--- src/rtl/wb_byte_cmd_master_if.sv ---
// rtl/wb_byte_cmd_master_if.sv - command/response stream and Wishbone bus bundle for wb_byte_cmd_master
//
// Purpose: groups the byte-stream command channel, the byte-stream response
// channel, the Wishbone initiator signals and the status flags into one bundle.
// Ports (signal view):
//   cmd_data_i[7:0], cmd_valid_i, cmd_ready_o     command byte stream into the master
//   rsp_data_o[7:0], rsp_valid_o, rsp_ready_i     response byte stream out of the master
//   wb_adr_o[15:0], wb_dat_o[7:0], wb_dat_i[7:0]  Wishbone address / write data / read data
//   wb_cyc_o, wb_stb_o, wb_we_o, wb_ack_i         Wishbone control
//   busy_o, timeout_o                             status flags
// Modports: master (the design), slave (host, bus and status observer side).

interface wb_byte_cmd_master_if;
    logic [7:0]  cmd_data_i;
    logic        cmd_valid_i;
    logic        cmd_ready_o;
    logic [7:0]  rsp_data_o;
    logic        rsp_valid_o;
    logic        rsp_ready_i;
    logic [15:0] wb_adr_o;
    logic [7:0]  wb_dat_o;
    logic [7:0]  wb_dat_i;
    logic        wb_cyc_o;
    logic        wb_stb_o;
    logic        wb_we_o;
    logic        wb_ack_i;
    logic        busy_o;
    logic        timeout_o;

    modport master (
        input  cmd_data_i, cmd_valid_i, rsp_ready_i, wb_dat_i, wb_ack_i,
        output cmd_ready_o, rsp_data_o, rsp_valid_o, wb_adr_o, wb_dat_o,
        output wb_cyc_o, wb_stb_o, wb_we_o, busy_o, timeout_o
    );

    modport slave (
        output cmd_data_i, cmd_valid_i, rsp_ready_i, wb_dat_i, wb_ack_i,
        input  cmd_ready_o, rsp_data_o, rsp_valid_o, wb_adr_o, wb_dat_o,
        input  wb_cyc_o, wb_stb_o, wb_we_o, busy_o, timeout_o
    );
endinterface

--- src/rtl/wb_byte_cmd_master.sv ---
// rtl/wb_byte_cmd_master.sv - byte-stream command to single-cycle Wishbone master with bus watchdog
//
// Purpose: accepts 0x57 hi lo data (write) and 0x52 hi lo (read) commands,
// runs one Wishbone cycle, returns a status byte (06 ack, 15 timeout,
// 3F unknown opcode) followed by a read data byte for reads.
// Ports:
//   clk   system clock
//   rst   asynchronous active-high reset
//   bus   wb_byte_cmd_master_if.master (command/response streams, Wishbone, busy/timeout)
// Parameter: TIMEOUT_CYCLES - BUS cycles without ack before the cycle is aborted (1..65535).

module wb_byte_cmd_master #(
    parameter int TIMEOUT_CYCLES = 255
) (
    input  logic                    clk,
    input  logic                    rst,
    wb_byte_cmd_master_if.master    bus
);
    localparam logic [7:0]  OP_WRITE = 8'h57;
    localparam logic [7:0]  OP_READ  = 8'h52;
    localparam logic [7:0]  ST_ACK   = 8'h06;
    localparam logic [7:0]  ST_TMO   = 8'h15;
    localparam logic [7:0]  ST_BADOP = 8'h3F;
    localparam logic [15:0] TO_LAST  = 16'(TIMEOUT_CYCLES - 1);

    typedef enum logic [2:0] {
        IDLE, ADDR_HI, ADDR_LO, DATA, BUS, RSP_STATUS, RSP_DATA
    } state_t;

    state_t      state_q, state_d;
    logic        we_q, we_d;         // command direction latched from the opcode
    logic        rd_q, rd_d;         // a read opcode was received: send a data byte after status
    logic [15:0] adr_q, adr_d;
    logic [7:0]  dat_q, dat_d;
    logic        cyc_q, cyc_d;       // drives both cyc and stb
    logic        wb_we_q, wb_we_d;
    logic [15:0] cnt_q, cnt_d;
    logic [7:0]  rd_data_q, rd_data_d;
    logic [7:0]  rsp_data_q, rsp_data_d;
    logic        rsp_valid_q, rsp_valid_d;
    logic        timeout_q, timeout_d;
    logic        cmd_ready;
    logic        cmd_fire;
    logic        go_bus;

    // Ready is held low while rst is asserted even though state is already IDLE.
    assign cmd_ready = !rst && (state_q == IDLE || state_q == ADDR_HI ||
                                state_q == ADDR_LO || state_q == DATA);
    assign cmd_fire  = bus.cmd_valid_i && cmd_ready;

    always_comb begin
        state_d     = state_q;
        we_d        = we_q;
        rd_d        = rd_q;
        adr_d       = adr_q;
        dat_d       = dat_q;
        cyc_d       = cyc_q;
        wb_we_d     = wb_we_q;
        cnt_d       = cnt_q;
        rd_data_d   = rd_data_q;
        rsp_data_d  = rsp_data_q;
        rsp_valid_d = rsp_valid_q;
        timeout_d   = 1'b0;
        go_bus      = 1'b0;

        case (state_q)
            IDLE: if (cmd_fire) begin
                if (bus.cmd_data_i == OP_WRITE) begin
                    we_d    = 1'b1;
                    rd_d    = 1'b0;
                    state_d = ADDR_HI;
                end else if (bus.cmd_data_i == OP_READ) begin
                    we_d    = 1'b0;
                    rd_d    = 1'b1;
                    state_d = ADDR_HI;
                end else begin
                    rd_d        = 1'b0;
                    rsp_data_d  = ST_BADOP;
                    rsp_valid_d = 1'b1;
                    state_d     = RSP_STATUS;
                end
            end
            ADDR_HI: if (cmd_fire) begin
                adr_d[15:8] = bus.cmd_data_i;
                state_d     = ADDR_LO;
            end
            ADDR_LO: if (cmd_fire) begin
                adr_d[7:0] = bus.cmd_data_i;
                if (we_q) state_d = DATA;
                else      go_bus  = 1'b1;
            end
            DATA: if (cmd_fire) begin
                dat_d  = bus.cmd_data_i;
                go_bus = 1'b1;
            end
            BUS: begin
                cnt_d = cnt_q + 16'd1;
                // Ack has priority over the watchdog in the same cycle.
                if (bus.wb_ack_i) begin
                    cyc_d       = 1'b0;
                    wb_we_d     = 1'b0;
                    if (!we_q) rd_data_d = bus.wb_dat_i;
                    rsp_data_d  = ST_ACK;
                    rsp_valid_d = 1'b1;
                    state_d     = RSP_STATUS;
                end else if (cnt_q == TO_LAST) begin
                    cyc_d       = 1'b0;
                    wb_we_d     = 1'b0;
                    rd_data_d   = 8'h00;
                    rsp_data_d  = ST_TMO;
                    rsp_valid_d = 1'b1;
                    timeout_d   = 1'b1;
                    state_d     = RSP_STATUS;
                end
            end
            RSP_STATUS: if (rsp_valid_q && bus.rsp_ready_i) begin
                if (rd_q) begin
                    rsp_data_d = rd_data_q;
                    state_d    = RSP_DATA;
                end else begin
                    rsp_valid_d = 1'b0;
                    state_d     = IDLE;
                end
            end
            RSP_DATA: if (rsp_valid_q && bus.rsp_ready_i) begin
                rsp_valid_d = 1'b0;
                state_d     = IDLE;
            end
            default: state_d = IDLE;
        endcase

        // Bus entry: strobe asserted from the first BUS cycle, watchdog cleared.
        if (go_bus) begin
            cyc_d   = 1'b1;
            wb_we_d = we_q;
            cnt_d   = 16'd0;
            state_d = BUS;
        end
    end

    always_ff @(posedge clk or posedge rst) begin
        if (rst) begin
            state_q     <= IDLE;
            we_q        <= 1'b0;
            rd_q        <= 1'b0;
            adr_q       <= 16'd0;
            dat_q       <= 8'd0;
            cyc_q       <= 1'b0;
            wb_we_q     <= 1'b0;
            cnt_q       <= 16'd0;
            rd_data_q   <= 8'd0;
            rsp_data_q  <= 8'd0;
            rsp_valid_q <= 1'b0;
            timeout_q   <= 1'b0;
        end else begin
            state_q     <= state_d;
            we_q        <= we_d;
            rd_q        <= rd_d;
            adr_q       <= adr_d;
            dat_q       <= dat_d;
            cyc_q       <= cyc_d;
            wb_we_q     <= wb_we_d;
            cnt_q       <= cnt_d;
            rd_data_q   <= rd_data_d;
            rsp_data_q  <= rsp_data_d;
            rsp_valid_q <= rsp_valid_d;
            timeout_q   <= timeout_d;
        end
    end

    assign bus.cmd_ready_o = cmd_ready;
    assign bus.busy_o      = (state_q != IDLE);
    assign bus.rsp_data_o  = rsp_data_q;
    assign bus.rsp_valid_o = rsp_valid_q;
    assign bus.wb_adr_o    = adr_q;
    assign bus.wb_dat_o    = dat_q;
    assign bus.wb_cyc_o    = cyc_q;
    assign bus.wb_stb_o    = cyc_q;
    assign bus.wb_we_o     = wb_we_q;
    assign bus.timeout_o   = timeout_q;
endmodule

--- src/flat_wrapper.sv ---
// flat-port wrapper written by rule: the top's interface ports become plain ports
module wb_byte_cmd_master_flat 
#(
    parameter int TIMEOUT_CYCLES = 255
)
  (clk, rst, bus_cmd_data_i, bus_cmd_valid_i, bus_rsp_ready_i, bus_wb_dat_i, bus_wb_ack_i, bus_cmd_ready_o, bus_rsp_data_o, bus_rsp_valid_o, bus_wb_adr_o, bus_wb_dat_o, bus_wb_cyc_o, bus_wb_stb_o, bus_wb_we_o, bus_busy_o, bus_timeout_o);
  wb_byte_cmd_master_if bus_i ();
  input  logic clk;
  input  logic rst;
  input wire logic [$bits(bus_i.cmd_data_i)-1:0] bus_cmd_data_i;
  input wire logic [$bits(bus_i.cmd_valid_i)-1:0] bus_cmd_valid_i;
  input wire logic [$bits(bus_i.rsp_ready_i)-1:0] bus_rsp_ready_i;
  input wire logic [$bits(bus_i.wb_dat_i)-1:0] bus_wb_dat_i;
  input wire logic [$bits(bus_i.wb_ack_i)-1:0] bus_wb_ack_i;
  output wire logic [$bits(bus_i.cmd_ready_o)-1:0] bus_cmd_ready_o;
  output wire logic [$bits(bus_i.rsp_data_o)-1:0] bus_rsp_data_o;
  output wire logic [$bits(bus_i.rsp_valid_o)-1:0] bus_rsp_valid_o;
  output wire logic [$bits(bus_i.wb_adr_o)-1:0] bus_wb_adr_o;
  output wire logic [$bits(bus_i.wb_dat_o)-1:0] bus_wb_dat_o;
  output wire logic [$bits(bus_i.wb_cyc_o)-1:0] bus_wb_cyc_o;
  output wire logic [$bits(bus_i.wb_stb_o)-1:0] bus_wb_stb_o;
  output wire logic [$bits(bus_i.wb_we_o)-1:0] bus_wb_we_o;
  output wire logic [$bits(bus_i.busy_o)-1:0] bus_busy_o;
  output wire logic [$bits(bus_i.timeout_o)-1:0] bus_timeout_o;
  assign bus_i.cmd_data_i = bus_cmd_data_i;
  assign bus_i.cmd_valid_i = bus_cmd_valid_i;
  assign bus_i.rsp_ready_i = bus_rsp_ready_i;
  assign bus_i.wb_dat_i = bus_wb_dat_i;
  assign bus_i.wb_ack_i = bus_wb_ack_i;
  assign bus_cmd_ready_o = bus_i.cmd_ready_o;
  assign bus_rsp_data_o = bus_i.rsp_data_o;
  assign bus_rsp_valid_o = bus_i.rsp_valid_o;
  assign bus_wb_adr_o = bus_i.wb_adr_o;
  assign bus_wb_dat_o = bus_i.wb_dat_o;
  assign bus_wb_cyc_o = bus_i.wb_cyc_o;
  assign bus_wb_stb_o = bus_i.wb_stb_o;
  assign bus_wb_we_o = bus_i.wb_we_o;
  assign bus_busy_o = bus_i.busy_o;
  assign bus_timeout_o = bus_i.timeout_o;
  wb_byte_cmd_master #(.TIMEOUT_CYCLES(TIMEOUT_CYCLES)) u_core (.clk(clk), .rst(rst), .bus(bus_i));
endmodule
--- config.mk ---
export PLATFORM = sky130hd
export DESIGN_NAME = wb_byte_cmd_master_flat
export DESIGN_NICKNAME = d
export VERILOG_FILES = /design/src/rtl/wb_byte_cmd_master_if.sv /design/src/rtl/wb_byte_cmd_master.sv /design/src/flat_wrapper.sv
export SDC_FILE = /design/constraint.sdc
export NUM_CORES = 1
export LEC_CHECK = 0
export CAP_MARGIN = 20
export CELL_PAD_IN_SITES_DETAIL_PLACEMENT = 1
export CELL_PAD_IN_SITES_GLOBAL_PLACEMENT = 1
export CORE_UTILIZATION = 40
export DETAILED_ROUTE_END_ITERATION = 6
export PLACE_DENSITY = 0.82
export SLEW_MARGIN = 20
export SYNTH_ARGS = -nofsm -noshare
export SYNTH_HDL_FRONTEND = slang
export SYNTH_SLANG_ARGS = --single-unit
--- constraint.sdc ---
create_clock -name clk -period 3.18 [get_ports clk]
set_clock_uncertainty 0.1 [all_clocks]
set_input_delay 0.636 -clock clk [delete_from_list [all_inputs] [get_ports clk]]
set_output_delay 0.636 -clock clk [all_outputs]
set_load 0.005 [all_outputs]
==> Word level (Yosys, flattened, before mapping) <==
Index checks and enable logic that the tools add are counted.
{ "word_totals": {"in_bits": 21, "romBits": 0, "n_memories": 0, "reg_bits": 65, "latchBits": 0, "word_cells": 116, "ramBits": 0, "output_inout_bits": 39} }
{ "op_classes": {"eq_ne": 26, "magnitude_cmp": 0, "mul": 0, "n_div": 0, "n_reduce_logical": 25, "bitwise": 0, "add_sub_neg": 1, "n_mux": 51, "shifts": 0} }
{ "ops": {"columns": ["cell", "n"], "rows": [
  ["two-way mux 8 bit", 10],
  ["two-way mux 3 bit", 12],
  ["two-way mux 16 bit", 2],
  ["case mux 8 bit (3 select lines)", 1],
  ["two-way mux 1 bit", 23],
  ["case mux 3 bit (7 select lines)", 1],
  ["inequality test 3 x 1 -> 1 bit (second input constant)", 6],
  ["adder 16 x 1 -> 16 bit (second input constant)", 1],
  ["== test 16 x 8 -> 1 bit (second input constant)", 1],
  ["== test 8 x 7 -> 1 bit (second input constant)", 2],
  ["AND reduction 8 bit", 2],
  ["inequality test 2 x 1 -> 1 bit (second input constant)", 5],
  ["AND reduction 2 bit", 5],
  ["== test 3 bit (second input constant)", 3],
  ["nonzero test 3 bit", 3],
  ["inequality test 2 bit (second input constant)", 4],
  ["AND reduction 7 bit", 1],
  ["== test 3 x 2 -> 1 bit (second input constant)", 2],
  ["AND reduction 3 bit", 2],
  ["nonzero test 2 bit", 3],
  ["inequality test 4 x 2 -> 1 bit (second input constant)", 1],
  ["case mux 1 bit (4 select lines)", 1],
  ["nonzero test 4 bit", 1],
  ["== test 3 x 1 -> 1 bit (second input constant)", 1],
  ["other kinds (6)", 10]
]} }

==> Longest topological paths before layout <==
{ "logic_depth": {"ltp_word": 10, "depth_mapped": 8, "mapped_depth_nobuf": 7} }

==> Worst setup path before layout <==
Ideal clock, no wire load.
{ "synth_timing": {"path_type": "flip-flop to flip-flop", "start": "register u_core.cnt_q[8]", "end": "register u_core.rsp_data_q[0], in the netlist u_core.bus.rsp_data_o[0]", "setup_ns": 0.125, "setup_slack_ns": 0.630, "n_path_buf": 0, "arrival_ns": 2.325, "required_ns": 2.955, "stages_incl_launch_ff": 6, "period_less_slack_ns": 2.550, "cell_sequence": "dfrtp_1 -> or4_4 -> nor4_4 -> o211ai_2 -> a2111oi_4 -> mux2_2"} }
{ "synth_via": {"elab_chain_cells": 3} }
{ "synth_lines": {"columns": ["item", "line_no", "rtl"], "rows": [
  ["start, declared", "wb_byte_cmd_master.sv:37", "logic [15:0] cnt_q, cnt_d;"],
  ["start signal, assigned", "wb_byte_cmd_master.sv:163", "cnt_q <= cnt_d;"],
  ["== test 16 x 8 -> 1 bit", "wb_byte_cmd_master.sv:106", "end else if (cnt_q == TO_LAST) begin"],
  ["inequality test 3 x 2 -> 1 bit (no line)", null, null],
  ["AND reduction 7 bit (no line)", null, null],
  ["end signal, assigned", "wb_byte_cmd_master.sv:165", "rsp_data_q <= rsp_data_d;"],
  ["end, declared", "wb_byte_cmd_master.sv:39", "logic [7:0] rsp_data_q, rsp_data_d;"]
]} }
Every way passes these cells.
A chain may end at the register's enable or synchronous reset.

==> Worst setup path in the final report <==
{ "layout_timing": {"start": "register u_core.state_q[2]", "end": "output port bus_busy_o"} }
{ "layout_via": {"elab_chain_cells": 1} }
{ "layout_lines": {"columns": ["item", "line_no", "rtl"], "rows": [
  ["start, declared", "wb_byte_cmd_master.sv:30", "state_t state_q, state_d;"],
  ["start signal, assigned", "wb_byte_cmd_master.sv:156", "state_q <= state_d;"],
  ["nonzero test 3 bit", "wb_byte_cmd_master.sv:172", "assign bus.busy_o = (state_q != IDLE);"],
  ["end, declared", "flat_wrapper.sv:23", "output wire logic [$bits(bus_i.busy_o)-1:0] bus_busy_o;"]
]} }
Every way passes these cells.

==> results.ini <==
[run_status]
status = completed

[clock_tree]
cts_inserted_buffers = 9
cts_root_buf = clkbuf_8
cts_setup_buffers = 0
clock_latency_ns = 0.34
cts_tree = yes
clock_sinks = 65
hold_buffers = 0
cts_buffer_depth = 2
clk_pin_slew_ns = 0.07
htree_num_levels = 3
ctsResizeCount = 0

[routing]
drt_pass1_iterations = 4
wirelength_mm = 7.83
routed-via-count = 2380
wl_per_cell_um = 17.2
drt_iter0_drc = 80
ant_nets = 0
via_per_inst = 5.24
drcViolationCount = 0

[pwr]
p_int_uw = 1220
p_sw_uw = 350
power_leakage_uw = 0.00178
pwr-share-comb_pct = 4.1
seq_power_share_pct = 52.8
swShare_pct = 22.2
powerDensity_mw_per_mm2 = 392
clockPowerShare_pct = 43.2
power_uw = 1570
ir_drop_mv = 0.265

[synth]
netlist_top_cells_count = 65 x dfrtp_1, 36 x nand2_1, 33 x mux2_2
synthCells = 284
ys_warn_count = 0
syn-mean-instance-area_um2 = 11.0
syn_nets = 307
netlist_area_mm2 = 0.00312
synth_cell_type_count = 47
synth_top_area_share_pct = 52.1
ys_top_cells_by_area = dfrtp_1 52%, mux2_2 12%, nand2_1 4.3%
seq_area_frac_synth_pct = 52.1
ys.flop_type = dfrtp_1
yosysMostFrequentCell = dfrtp_1
synth_seq_cells = 65
synth-edff-count = 0
async_flop_share_pct = 100
synth_area_leader_cell = dfrtp_1

[timing]
relSlewSlack_pct = 54.3
period_share_pct = 84.5
fmax_mhz = 372
finalSetupTns_ns = 0
worst_pin_slew_ns = 0.679
finalHoldViolCount = 0
rsz0062_at_grt = no
finalCriticalPeriod_ns = 2.69
slew_viol_final = 0
setup_viol = 0

[placement]
dp_hpwl_mm = 5.53
gp_congestion = 0.781
dpl_cell_area_mm2 = 0.00382
port_buffers = 59

[grt]
busiest_layer = met2
gr-usage-met3_pct = 6.31
grtUsageMet2_pct = 35.9
grt_pass1_wl_mm = 13.0
grt_max_degree = 42
antenna_found_initial = 0
grt_usage_pct = 20.6
grt_pass1_vias = 2603
met1_usage_pct = 23.9
gr-total-overflow = 0

[floorplan]
die_w_um = 90.4
rows = 31
dieArea_mm2 = 0.00817
pin_count = 60
start_util_pct = 42.2
core_mm2 = 0.00741
die_y_um = 90.4

[final_layout]
multi_input_area_mm2 = 0.00137
final_core_util_pct = 54.1
finalNetCount = 373
antenna_cells = 0
drive_gt1_share_pct = 20.8
ff_latch_area_mm2 = 0.00163
fill_cells = 800
syn_to_final_growth_pct = 28.3
final_area_mm2 = 0.00401

[job]
drv_cap = 0

[setup_path]
critPathMaxFanout = 13
regToRegSetupSlack_ns = 0.52
worst_r2r_endpoint = u_core.bus.rsp_data_o[3]$_DFFE_PP0P_
arrival_ns = 1.95
cp-startpoint = u_core.state_q[2]$_DFFE_PP0P_
reg2regPathDepth = 6
crit_end = bus_busy_o
crit_required_ns = 2.44
reg2reg_from = u_core.cnt_q[8]$_DFFE_PP0P_
worstSetupEndpointType = primary output
cp-start-kind = flip-flop
worst-setup-path-type = flip-flop to primary output

[hold_path]
hold_path_depth = 2
hold_path_class = flip-flop to flip-flop

[kinds of logic after synthesis]
| kind of cell | Yosys count | synth area share (%) |
|---|---|---|
| AOI/OAI and AO/OA | 33 | 6.93 |
| xor gates and xnor gates | 13 | 3.64 |
| adders and majority gates | 2 | 0.801 |
| buffers and inverters | 21 | 4.21 |
| DFF | 65 | 52.1 |
| muxes | 34 | 12.2 |
| and+or+nand+nor | 116 | 20.1 |
[sequential cells by signal (all words and copies together) (netlist names)]
register,count
u_core.bus.wb_cyc_o,1
u_core.state_q,3
u_core.bus.rsp_valid_o,1
u_core.bus.wb_we_o,1
u_core.bus.wb_adr_o,16
u_core.bus.wb_dat_o,8
u_core.rd_q,1
u_core.bus.timeout_o,1
u_core.rd_data_q,8
u_core.bus.rsp_data_o,8
u_core.we_q,1
u_core.cnt_q,16
[worst min path at each step]
stage                                          startpoint                         endpoint
after floorplan           u_core.rd_data_q[2]$_DFFE_PP0P_  u_core.rd_data_q[2]$_DFFE_PP0P_
after global placement    u_core.rd_data_q[6]$_DFFE_PP0P_  u_core.rd_data_q[6]$_DFFE_PP0P_
after detailed placement  u_core.rd_data_q[4]$_DFFE_PP0P_  u_core.rd_data_q[4]$_DFFE_PP0P_
after CTS                 u_core.rd_data_q[0]$_DFFE_PP0P_  u_core.rd_data_q[0]$_DFFE_PP0P_
after global routing      u_core.rd_data_q[2]$_DFFE_PP0P_  u_core.rd_data_q[2]$_DFFE_PP0P_
final                     u_core.rd_data_q[0]$_DFFE_PP0P_  u_core.rd_data_q[0]$_DFFE_PP0P_
[critical path, stage by stage, from the launching register on]
cell and delay [ns]:
dfrtp_1 0.43, buf_4 0.20, or3_2 0.51, clkdlybuf4s50_1 0.47
[area by class of cell]
class,count,share of cell area (%)
Clock inverter,5,1.40
Clock buffer,11,3.28
Inverter,7,0.655
Multi-Input combinational cell,198,34.1
Tap cell,99,3.09
Sequential cell,65,40.6
Timing Repair Buffer,69,16.9
[routing by layer]
layer | routed length [um] | vias up | share of wire [%]
met5 | 0 | - | 0
met4 | 116 | 0 | 1.5
met3 | 418 | 13 | 5.3
met2 | 3980 | 54 | 51
met1 | 3310 | 1193 | 42
li1 | - | 1120 | -
[power by group through the flow]
stage | Combinational, uW | Sequential, uW | Clock (uW)
floorplan | 22.9 | 845 | 0
global placement | 64.2 | 845 | 0
detailed placement | 65.8 | 845 | 0
CTS | 66.2 | 829 | 691
global route | 71.8 | 829 | 723
finish | 64.4 | 829 | 678
[metrics by stage]
step / hold WS, ns / cells / setup slack [ns]
floorplan: 0.330 / 284 / 0.630
global placement: 0.342 / 438 / 0.430
detailed placement: 0.358 / 438 / 0.323
CTS: 0.377 / 454 / 0.485
global route: 0.392 / 454 / 0.414
finish: 0.374 / 454 / 0.492
[cells in the final DEF, fill, tap and decap left out, drive strengths merged, types with 3 or more instances in the layout]
cell and n:
o21ai 10, xor2 7, inv 7, nand4 6
or3 6, and3 5, nand3 15, clkdlybuf4s50 59
a21oi 13, nand3b 4, clkinv 3, nor2 20
nor2b 3, mux2 33, buf 10, nand2 36
xnor2 6, dfrtp 65, clkbuf 11, nor4 5
and2 3
(Power assumes the default switching activity.)
